--- src/rtl/uart_pkg.sv ---
// Shared UART definitions: frame geometry, parity modes and the receiver state encoding.
package uart_pkg;

  localparam int DATA_BITS = 8;

  // Parity-mode encodings as seen on the parity-select input
  localparam logic PAR_EVEN = 1'b0;
  localparam logic PAR_ODD  = 1'b1;

  typedef enum logic [2:0] {
    IDLE,
    START,
    DATA,
    PARITY,
    STOP,
    WAIT_IDLE
  } uart_state_t;

  // Parity bit a transmitter places after the data for the given mode
  function automatic logic parity_calc(input logic [DATA_BITS-1:0] data,
                                       input logic                 mode);
    return (^data) ^ mode;
  endfunction

endpackage

--- src/rtl/uart_sync.sv ---
// Two-flop synchronizer for the asynchronous serial line; resets to the idle (high) level.
module uart_sync (
  input  logic clk,
  input  logic rst_n,
  input  logic din,
  output logic dout
);

  logic meta;

  // Double-register the line so downstream logic sees a settled level
  always_ff @(posedge clk or negedge rst_n) begin
    if (!rst_n) begin
      meta <= 1'b1;
      dout <= 1'b1;
    end else begin
      meta <= din;
      dout <= meta;
    end
  end

endmodule

--- src/rtl/uart_rx.sv ---
// UART receiver: start/8 data/optional parity/stop, mid-bit sampling, parity and framing checks.
module uart_rx
  import uart_pkg::*;
#(
  parameter int CLK_PER_BIT = 16
) (
  input  logic                 CLK,
  input  logic                 RST_N,
  input  logic                 wejscie_odb,
  input  logic                 czy_parz,
  input  logic                 jaki_parz,
  output logic [DATA_BITS-1:0] slowo_odb,
  output logic                 gotowe,
  output logic                 odbior,
  output logic                 blad_parz,
  output logic                 blad_ramki
);

  localparam int CNT_W = $clog2(CLK_PER_BIT);
  localparam int IDX_W = $clog2(DATA_BITS);
  localparam logic [CNT_W-1:0] CNT_LAST = CNT_W'(CLK_PER_BIT - 1);
  localparam logic [CNT_W-1:0] CNT_HALF = CNT_W'(CLK_PER_BIT / 2 - 1);
  localparam logic [IDX_W-1:0] IDX_LAST = IDX_W'(DATA_BITS - 1);

  uart_state_t state, state_n;

  logic                 rx_s;
  logic                 rx_prev;
  logic [CNT_W-1:0]     cnt, cnt_n;
  logic [IDX_W-1:0]     bit_idx, bit_n;
  logic [DATA_BITS-1:0] shift, shift_n;
  logic                 par_en, par_en_n;
  logic                 par_odd, par_odd_n;
  logic                 par_err, par_err_n;
  logic                 done;
  logic                 stop_bad;

  uart_sync u_sync (
    .clk   (CLK),
    .rst_n (RST_N),
    .din   (wejscie_odb),
    .dout  (rx_s)
  );

  // A frame is in progress whenever the FSM is past IDLE and not parked after a framing error
  assign odbior = (state != IDLE) && (state != WAIT_IDLE);

  // State register
  always_ff @(posedge CLK or negedge RST_N) begin
    if (!RST_N) state <= IDLE;
    else        state <= state_n;
  end

  // Next-state logic plus next values of the bit timer, bit index, shift register and parity tracking
  always_comb begin
    state_n   = state;
    cnt_n     = cnt + CNT_W'(1);
    bit_n     = bit_idx;
    shift_n   = shift;
    par_en_n  = par_en;
    par_odd_n = par_odd;
    par_err_n = par_err;
    done      = 1'b0;
    stop_bad  = 1'b0;
    case (state)
      IDLE: begin
        cnt_n = '0;
        if (rx_prev && !rx_s) begin
          // Frame settings are frozen here so mid-frame changes cannot corrupt it
          state_n   = START;
          bit_n     = '0;
          par_en_n  = czy_parz;
          par_odd_n = jaki_parz;
          par_err_n = 1'b0;
        end
      end
      START: begin
        if (cnt == CNT_HALF) begin
          cnt_n   = '0;
          state_n = rx_s ? IDLE : DATA;
        end
      end
      DATA: begin
        if (cnt == CNT_LAST) begin
          cnt_n            = '0;
          shift_n[bit_idx] = rx_s;
          bit_n            = bit_idx + IDX_W'(1);
          if (bit_idx == IDX_LAST) state_n = par_en ? PARITY : STOP;
        end
      end
      PARITY: begin
        if (cnt == CNT_LAST) begin
          cnt_n     = '0;
          par_err_n = (rx_s != parity_calc(shift, par_odd));
          state_n   = STOP;
        end
      end
      STOP: begin
        if (cnt == CNT_LAST) begin
          cnt_n    = '0;
          done     = 1'b1;
          stop_bad = !rx_s;
          // A valid stop returns straight to IDLE so the next start edge is caught with no gap
          state_n  = rx_s ? IDLE : WAIT_IDLE;
        end
      end
      WAIT_IDLE: begin
        cnt_n = '0;
        if (rx_s) state_n = IDLE;
      end
      default: begin
        state_n = IDLE;
      end
    endcase
  end

  // Bit timer, bit index, shift register, captured frame settings and edge-detect history
  always_ff @(posedge CLK or negedge RST_N) begin
    if (!RST_N) begin
      cnt     <= '0;
      bit_idx <= '0;
      shift   <= '0;
      par_en  <= 1'b0;
      par_odd <= 1'b0;
      par_err <= 1'b0;
      rx_prev <= 1'b1;
    end else begin
      cnt     <= cnt_n;
      bit_idx <= bit_n;
      shift   <= shift_n;
      par_en  <= par_en_n;
      par_odd <= par_odd_n;
      par_err <= par_err_n;
      rx_prev <= rx_s;
    end
  end

  // Result registers: word held until the next frame, flags live only alongside the one-cycle done pulse
  always_ff @(posedge CLK or negedge RST_N) begin
    if (!RST_N) begin
      slowo_odb  <= '0;
      gotowe     <= 1'b0;
      blad_parz  <= 1'b0;
      blad_ramki <= 1'b0;
    end else begin
      gotowe     <= done;
      blad_parz  <= done & par_err;
      blad_ramki <= done & stop_bad;
      if (done) slowo_odb <= shift;
    end
  end

endmodule

--- config.mk ---
export PLATFORM = sky130hd
export DESIGN_NAME = uart_rx
export DESIGN_NICKNAME = d
export VERILOG_FILES = /design/src/rtl/uart_pkg.sv /design/src/rtl/uart_sync.sv /design/src/rtl/uart_rx.sv
export SDC_FILE = /design/constraint.sdc
export NUM_CORES = 1
export LEC_CHECK = 0
export CAP_MARGIN = 20
export CORE_MARGIN = 2
export CORE_UTILIZATION = 45
export CTS_CLUSTER_DIAMETER = 100
export DETAILED_ROUTE_END_ITERATION = 6
export GPL_TIMING_DRIVEN = 1
export PLACE_DENSITY = 0.65
export SYNTH_ARGS = -nofsm -noshare
export SYNTH_HDL_FRONTEND = slang
export SYNTH_HIERARCHICAL = 1
export SYNTH_SLANG_ARGS = --single-unit
--- constraint.sdc ---
create_clock -name CLK -period 3.65 [get_ports CLK]
set_input_delay 0.9125 -clock CLK [delete_from_list [all_inputs] [get_ports CLK]]
set_output_delay 0.9125 -clock CLK [all_outputs]
set_load 0.05 [all_outputs]
# [Yosys cells after proc, flatten, opt, wreduce, memory -nomap -nowiden]
# Index checks and enable logic that the tools add are counted.
[totals] input_bits=5 out_inout_bits=12 reg_bits=35
[classes] add_sub_neg=2 bitwise=3 reduce_logical=16 eq_ne=17 magnitude_cmp=2 n_mux=27
[op_table] operator="$mux W3" n=11
[op_table] operator="$pmux W3 S6" n=1
[op_table] operator="$ne A2 B2 Y1 const B" n=6
[op_table] operator="$pmux W4 S3" n=1
[op_table] operator="$eq A3 B3 Y1 const B" n=3
[op_table] operator="$bwmux W8" n=1
[op_table] operator="$mux W4" n=2
[op_table] operator="$reduce_xor A8 Y1" n=1
[op_table] operator="$mux W1" n=7
[op_table] operator="$reduce_and A7 Y1" n=1
[op_table] operator="$eq A3 B2 Y1 const B" n=2
[op_table] operator="$pmux W3 S2" n=1
[op_table] operator="$reduce_and A3 Y1" n=2
[op_table] operator="$add A4 B1 Y4 const B" n=1
[op_table] operator="$eq A4 B3 Y1 const B" n=1
[op_table] operator="$eq A4 B4 Y1 const B" n=1
[op_table] operator="$lt A3 B4 Y1 const B" n=1
[op_table] operator="$reduce_and A2 Y1" n=2
[op_table] operator="$reduce_bool A2 Y1" n=2
[op_table] operator="$add A3 B1 Y3 const B" n=1
[op_table] operator="$demux W1 S3" n=1
[op_table] operator="$eq A3 B1 Y1 const B" n=1
[op_table] operator="$ge A3 B1 Y1 const B" n=1
[op_table] operator="$logic_and A1 B1 Y1" n=3
[op_table] operator="other kinds (12)" n=13

# [Depth between registers and ports, before layout]
# Gate-level depths: netlist (run 1).
[depth] ltp_word=5 mapped_depth=6

# [Cells and area by module]
# Netlist (run 1), hierarchy kept.
[by_module_without_submodules] module="uart_rx" cells_per_inst=136 instances=1 seq_area_each_um2=827.0 area_each_um2=1641.6
[by_module_without_submodules] module="uart_sync" cells_per_inst=2 instances=1 seq_area_each_um2=52.6 area_each_um2=52.6

# [Worst setup path after synthesis (run 1)]
# Ideal clock, no wire load.
[synth_path] path_kind="register to output" start="reg state[2]" end="out odbior" required_ns=2.738 t_arrival_ns=1.128 stages_incl_launch_ff=4 path_slack_ns=1.610 cell_sequence="dfrtp_1 buf_2 or2_2 a21o_1"
[synth_between] elab_chain_cells=2 elab_cells_between_ends=3 classes_between="1 x eq/ne; 2 x reduce/logical"
[synth_lines] element="from (decl)" line_no="uart_rx.sv:25" source="uart_state_t state, state_n;"
[synth_lines] element="from (signal assigned)" line_no="uart_rx.sv:51" source="else state <= state_n;"
[synth_lines] element="$ne A3 B3 Y1 or $reduce_bool A3 Y1 (tied branches)" line_no="uart_rx.sv:46" source="assign odbior = (state != IDLE) && (state != WAIT_IDLE);"
[synth_lines] element="$logic_and A1 B1 Y1 (*)" line_no="uart_rx.sv:46"
[synth_lines] element="to (decl)" line_no="uart_rx.sv:14" source="output logic odbior,"
# Every way passes the cells marked *; elsewhere a longest branch is shown, timed or not.

# [Worst setup path in the final report (run 1)]
[layout_path] start="reg state[0]" end="out odbior"
# Same word-level chain as after synthesis.

==> results of run 1 <==
-- placed cells by master (no fill, tap or decap), types with 2 or more instances in the layout --
cell / Yosys / final
clkbuf_8: 0 / 6
nand2_1: 5 / 5
mux2_4: 8 / 8
and2_1: 3 / 3
a22o_1: 2 / 2
nor2_1: 8 / 8
o21ai_0: 2 / 2
a21oi_1: 4 / 4
inv_1: 3 / 3
mux2_2: 11 / 11
xor2_1: 3 / 3
nand2b_1: 2 / 2
nor4_1: 4 / 4
nor3_1: 6 / 6
dfrtp_1: 32 / 32
dfstp_2: 3 / 3
nand4_1: 2 / 2
o41ai_1: 2 / 2
clkdlybuf4s50_1: 0 / 16
o32ai_1: 2 / 2
nand3_1: 4 / 4
ha_1: 3 / 3
xnor2_1: 6 / 6
-- power breakdown --
group / internal [mW] / switching, mW / total [mW]
clock network: 0.152 / 0.128 / 0.280
registers: 0.435 / 0.0729 / 0.508
logic: 0.147 / 0.159 / 0.306
total: 0.734 / 0.361 / 1.09
-- cell type report --
| type | instances | area share |
|---|---|---|
| inverter | 3 | 0.005700 |
| sequential | 35 | 0.4452 |
| timing repair buffer | 17 | 0.08486 |
| clock buffer | 7 | 0.04370 |
| multi-input combinational | 93 | 0.3876 |
| tap | 48 | 0.03040 |
| clock inverter | 1 | 0.002533 |
-- worst max-delay path, stage by stage, from the launching register on --
cell and delay, ns:
dfrtp_1 0.52, or2_2 0.38, a21o_1 0.17, clkdlybuf4s50_1 0.70
-- sequential cells by signal (all words and copies together) (netlist names), 3 cells and up --
| name | flops |
|---|---|
| bit_idx | 3 |
| slowo_odb | 8 |
| cnt | 4 |
| state | 3 |
| shift | 8 |
-- per-stage QoR --
step	worst slack (ns)	total power, mW	cell area (um2)
floorplan	1.610	0.7514	1694
global placement	1.021	0.8091	1884
detailed placement	0.9846	0.8218	1884
CTS	0.6745	1.107	1976
global route	0.5975	1.181	1976
finish	0.6892	1.095	1976
-- metal layers --
metal,GRT usage,vias to the layer above,wire length [um]
li1,-,532,-
met1,0.2004,542,1298
met2,0.2385,18,1346
met3,0.04110,6,93
met4,0.08594,0,69
met5,0,-,0
-- cells by family after synthesis --
| kind of cell | share of synthesized area |
|---|---|
| muxes | 0.1440 |
| xor gates and xnor gates | 0.05982 |
| buffers and inverters | 0.02880 |
| AOI/OAI and AO/OA | 0.06648 |
| adders and majority gates | 0.02216 |
| DFF | 0.5192 |
| and+or+nand+nor | 0.1595 |
-- worst paths after layout --
check | depth (start not counted) | from | to | slack, ns
max reg2reg | 3 | state[0] | slowo_odb[1] | 1.74
min in group asynchronous | 2 | RST_N | gotowe | 1.03
max in group asynchronous | 2 | RST_N | rx_prev | 2.27
min reg2reg | 0 | u_sync/meta | u_sync/dout | 0.36
max | 3 | state[0] | odbior | 0.69
min | 0 | u_sync/meta | u_sync/dout | 0.36
==> flow_summary.ini, run 1 <==
[placement]
placedCellCount = 196
routabilityCongestion = 0.8374
port_buffers = 16
dpl.hpwl_um = 2016

[final_layout]
stdcell_count = 204
drive_gt1_frac = 0.2244
syn2layout_area_growth_pct = 16.62
fill_cells = 332
multi_input_area_um2 = 765.7
seqCellArea_um2 = 879.6
final_net_count = 163
final_util = 0.5437
num_antenna_cells = 0

[logic_synthesis]
async_flop_share = 1.000
synth_edf_count = 0
avgSynthCellArea_um2 = 12.28
yosysMostFrequentCell = dfrtp_1
synth_top_flop_cell = dfrtp_1
synth_seq_cells = 35
ys_top_cells_by_area = dfrtp_1 (47%), mux2_2 (7.3%), mux2_4 (7.1%)
yosysTopAreaCellShare = 0.4727
yosys-top-cells-count = dfrtp_1 (32), mux2_2 (11), mux2_4 (8), nor2_1 (8)
yosysSeqAreaShare = 0.5192
yosys_warnings = 6
yosysTopAreaCell = dfrtp_1
syn_nets = 146
synthCells = 138
yosys.cell_types.count = 40
synth_area_um2 = 1694

[setup_path]
endpoint_kind = primary output
critPathRequiredTime_ns = 2.74
cp.arrival_ns = 2.05
cp_max_fo = 15
startpoint_type = flop
path_class = flop to primary output

[drt]
ant_nets = 0
wl_um = 2807
vias = 1098
viasPerCell = 5.382
drtIter0Drc = 66
drtPass1Iterations = 4
avgRoutedWirePerCell_um = 13.76
route.detailed.drc = 0

[sta]
setup_viol = 0
max_slew_margin = 0.6011
fin_crit_sh = 0.8112
hold_violations = 0
min_period_ns = 2.961
tightestPinTransition_ns = 0.5983
rsz0062_at_grt = false
holdWs_ns = 0.3551
clock_skew_ns = 0.007223
fin_tns_setup_ns = 0
slew_violations = 0
timing.fmax_mhz = 337.7

[clock_network]
clk_pin_slew_ns = 0.06
cts-resized-gates = 0
cts_root_buf = clkbuf_8
clock-sinks = 35
clockBufferDepth = 2
clock_latency_ns = 0.28
cts_max_level = 2
cts_tree = built
cts_buffers = 5
cts_setup_buffers = 0
ctsHoldBuffers = 0

[floorplan]
core_area_um2 = 3633
die_h_um = 65.36
io_pins = 17
die_w_um = 65.36
num_rows = 22
start_util = 0.4663
die_area_um2 = 4271

[global_routing]
grt_pass1_vias = 1044
grt-ovfl-total = 0
antenna_found_initial = 0
grt_util_all_layers = 0.1557
grt_pass1_wl_um = 4988
grt_max_degree = 36

[min_path]
min_path_type = flop to flop

[pwr]
vdd_drop_max_v = 0.0003330
power_leakage_nw = 0.9074
power_density_nw_per_um2 = 554.2

[job]
max-cap-violations = 0

[status]
status = complete, no violations
No activity file was read; power rests on OpenSTA's default activity.
==> run 2: changes to the inputs <==
- clock period: 3.65 -> 2.9 ns (I/O delays scaled with it)
==> run 2 against run 1 <==
Via count increased by 1.9%. Core utilization unchanged. Final cell count up 0.49%. Highest routed layer unchanged. Clock power up 20%. Sequential power increased by 23%. Power up 26%. Sequential share of layout area did not move.
==> flow_summary.ini, run 2 (same netlist as run 1, synthesis figures left out) <==
[floorplan]
io_pins = 17
die_area_um2 = 4271
core_area_um2 = 3633
start_util = 0.4663
die_h_um = 65.36
die_w_um = 65.36
num_rows = 22

[sta]
hold_violations = 0
fin_tns_setup_ns = 0
rsz0062_at_grt = false
tightestPinTransition_ns = 0.5802
fin_crit_sh = 0.9383
clock_skew_ns = 0.005687
holdWs_ns = 0.3562
max_slew_margin = 0.6132
slew_violations = 0
min_period_ns = 2.721
timing.fmax_mhz = 367.5
setup_viol = 0

[final_layout]
postLayoutCellArea_um2 = 1976
final_util = 0.5437
fill_cells = 328
biggestRegsByFlops = shift: 8 flops, slowo_odb: 8 flops, cnt: 4 flops
drive_gt1_frac = 0.2357
syn2layout_area_growth_pct = 16.62
layout_commonest_cell = dfrtp_1
layout_common_cells = dfrtp_1 (32), clkdlybuf4s50_1 (16), mux2_2 (11)
num_antenna_cells = 0
final_net_count = 164

[clock_network]
cts_max_level = 2
clock-sinks = 35
clock_latency_ns = 0.29
clockBufferDepth = 2
cts_buffers = 5
cts_tree = built
cts_setup_buffers = 0
cts_root_buf = clkbuf_8
clk_pin_slew_ns = 0.07
ctsHoldBuffers = 0
cts-resized-gates = 0

[drt]
route.detailed.drc = 0
drtIter0Drc = 34
ant_nets = 0
viasPerCell = 5.459
wl_um = 2957
drtPass1Iterations = 4
avgRoutedWirePerCell_um = 14.42
vias = 1119

[pwr]
p_total_mw = 1.377
power_leakage_nw = 0.9114
vdd_drop_max_v = 0.0003977
power_density_nw_per_um2 = 697.0

[global_routing]
antenna_found_initial = 0
grt_util_all_layers = 0.1643
grt_pass1_wl_um = 5202
grt_pass1_vias = 1153
grt_max_degree = 36
grt-ovfl-total = 0

[status]
status = complete, no violations

[min_path]
min_path_type = flop to flop

[job]
max-cap-violations = 0

[placement]
port_buffers = 16
routabilityCongestion = 0.8387
dpl.hpwl_um = 2089
placed_cell_area_um2 = 1892

[setup_path]
critPathRequiredTime_ns = 2.17
startpoint_type = flop
endpoint_kind = primary output
cp_max_fo = 12
path_class = flop to primary output
r2r_setup_slack_ns = 1.00
cp.arrival_ns = 2.00
==> run 2: final timing paths <==
check	startpoint	end	cells after the start
setup / recovery	state[2]	odbior	3
hold / removal	u_sync/meta	u_sync/dout	0
setup reg to reg	state[1]	slowo_odb[2]	3
hold reg to reg	u_sync/meta	u_sync/dout	0
max in group asynchronous	RST_N	u_sync/meta	2
min in group asynchronous	RST_N	slowo_odb[2]	2
==> run 2: final cells by class <==
type                       count  area, um2  share of cell area
multi-input combinational     93      765.7              0.3876
inverter                       3      11.26            0.005700
clock inverter                 3      15.01            0.007600
clock buffer                   5      68.82             0.03483
sequential                    35      879.6              0.4452
timing repair buffer          18      175.2             0.08866
tap                           48      60.06             0.03040
==> run 2: per-layer routing <==
metal | GRT usage | vias up | share of wire
li1 | - | 530 | -
met1 | 0.2000 | 560 | 0.45
met2 | 0.2666 | 24 | 0.50
met3 | 0.04281 | 5 | 0.038
met4 | 0.08854 | 0 | 0.017
met5 | 0 | - | 0
==> run 2: worst max-delay path, stage by stage, from the launching register on <==
cell,delay (ns)
dfrtp_1,0.50
or2_2,0.34
a21o_1,0.17
clkdlybuf4s50_1,0.70
==> run 2: power breakdown <==
| part | leakage (nW) | internal, mW | switching (mW) |
|---|---|---|---|
| sequential | 0.465 | 0.548 | 0.0781 |
| combinational | 0.398 | 0.192 | 0.224 |
| clock | 0.0477 | 0.164 | 0.171 |
| total | 0.911 | 0.904 | 0.473 |
==> run 2: per-stage QoR <==
step / instances / setup WS (ns)
2_1_floorplan: 138 / 1.047
3_3_place_gp: 197 / 0.5221
3_5_place_dp: 197 / 0.4976
4_1_cts: 205 / 0.1729
5_1_grt: 205 / 0.1047
6_report: 205 / 0.1789
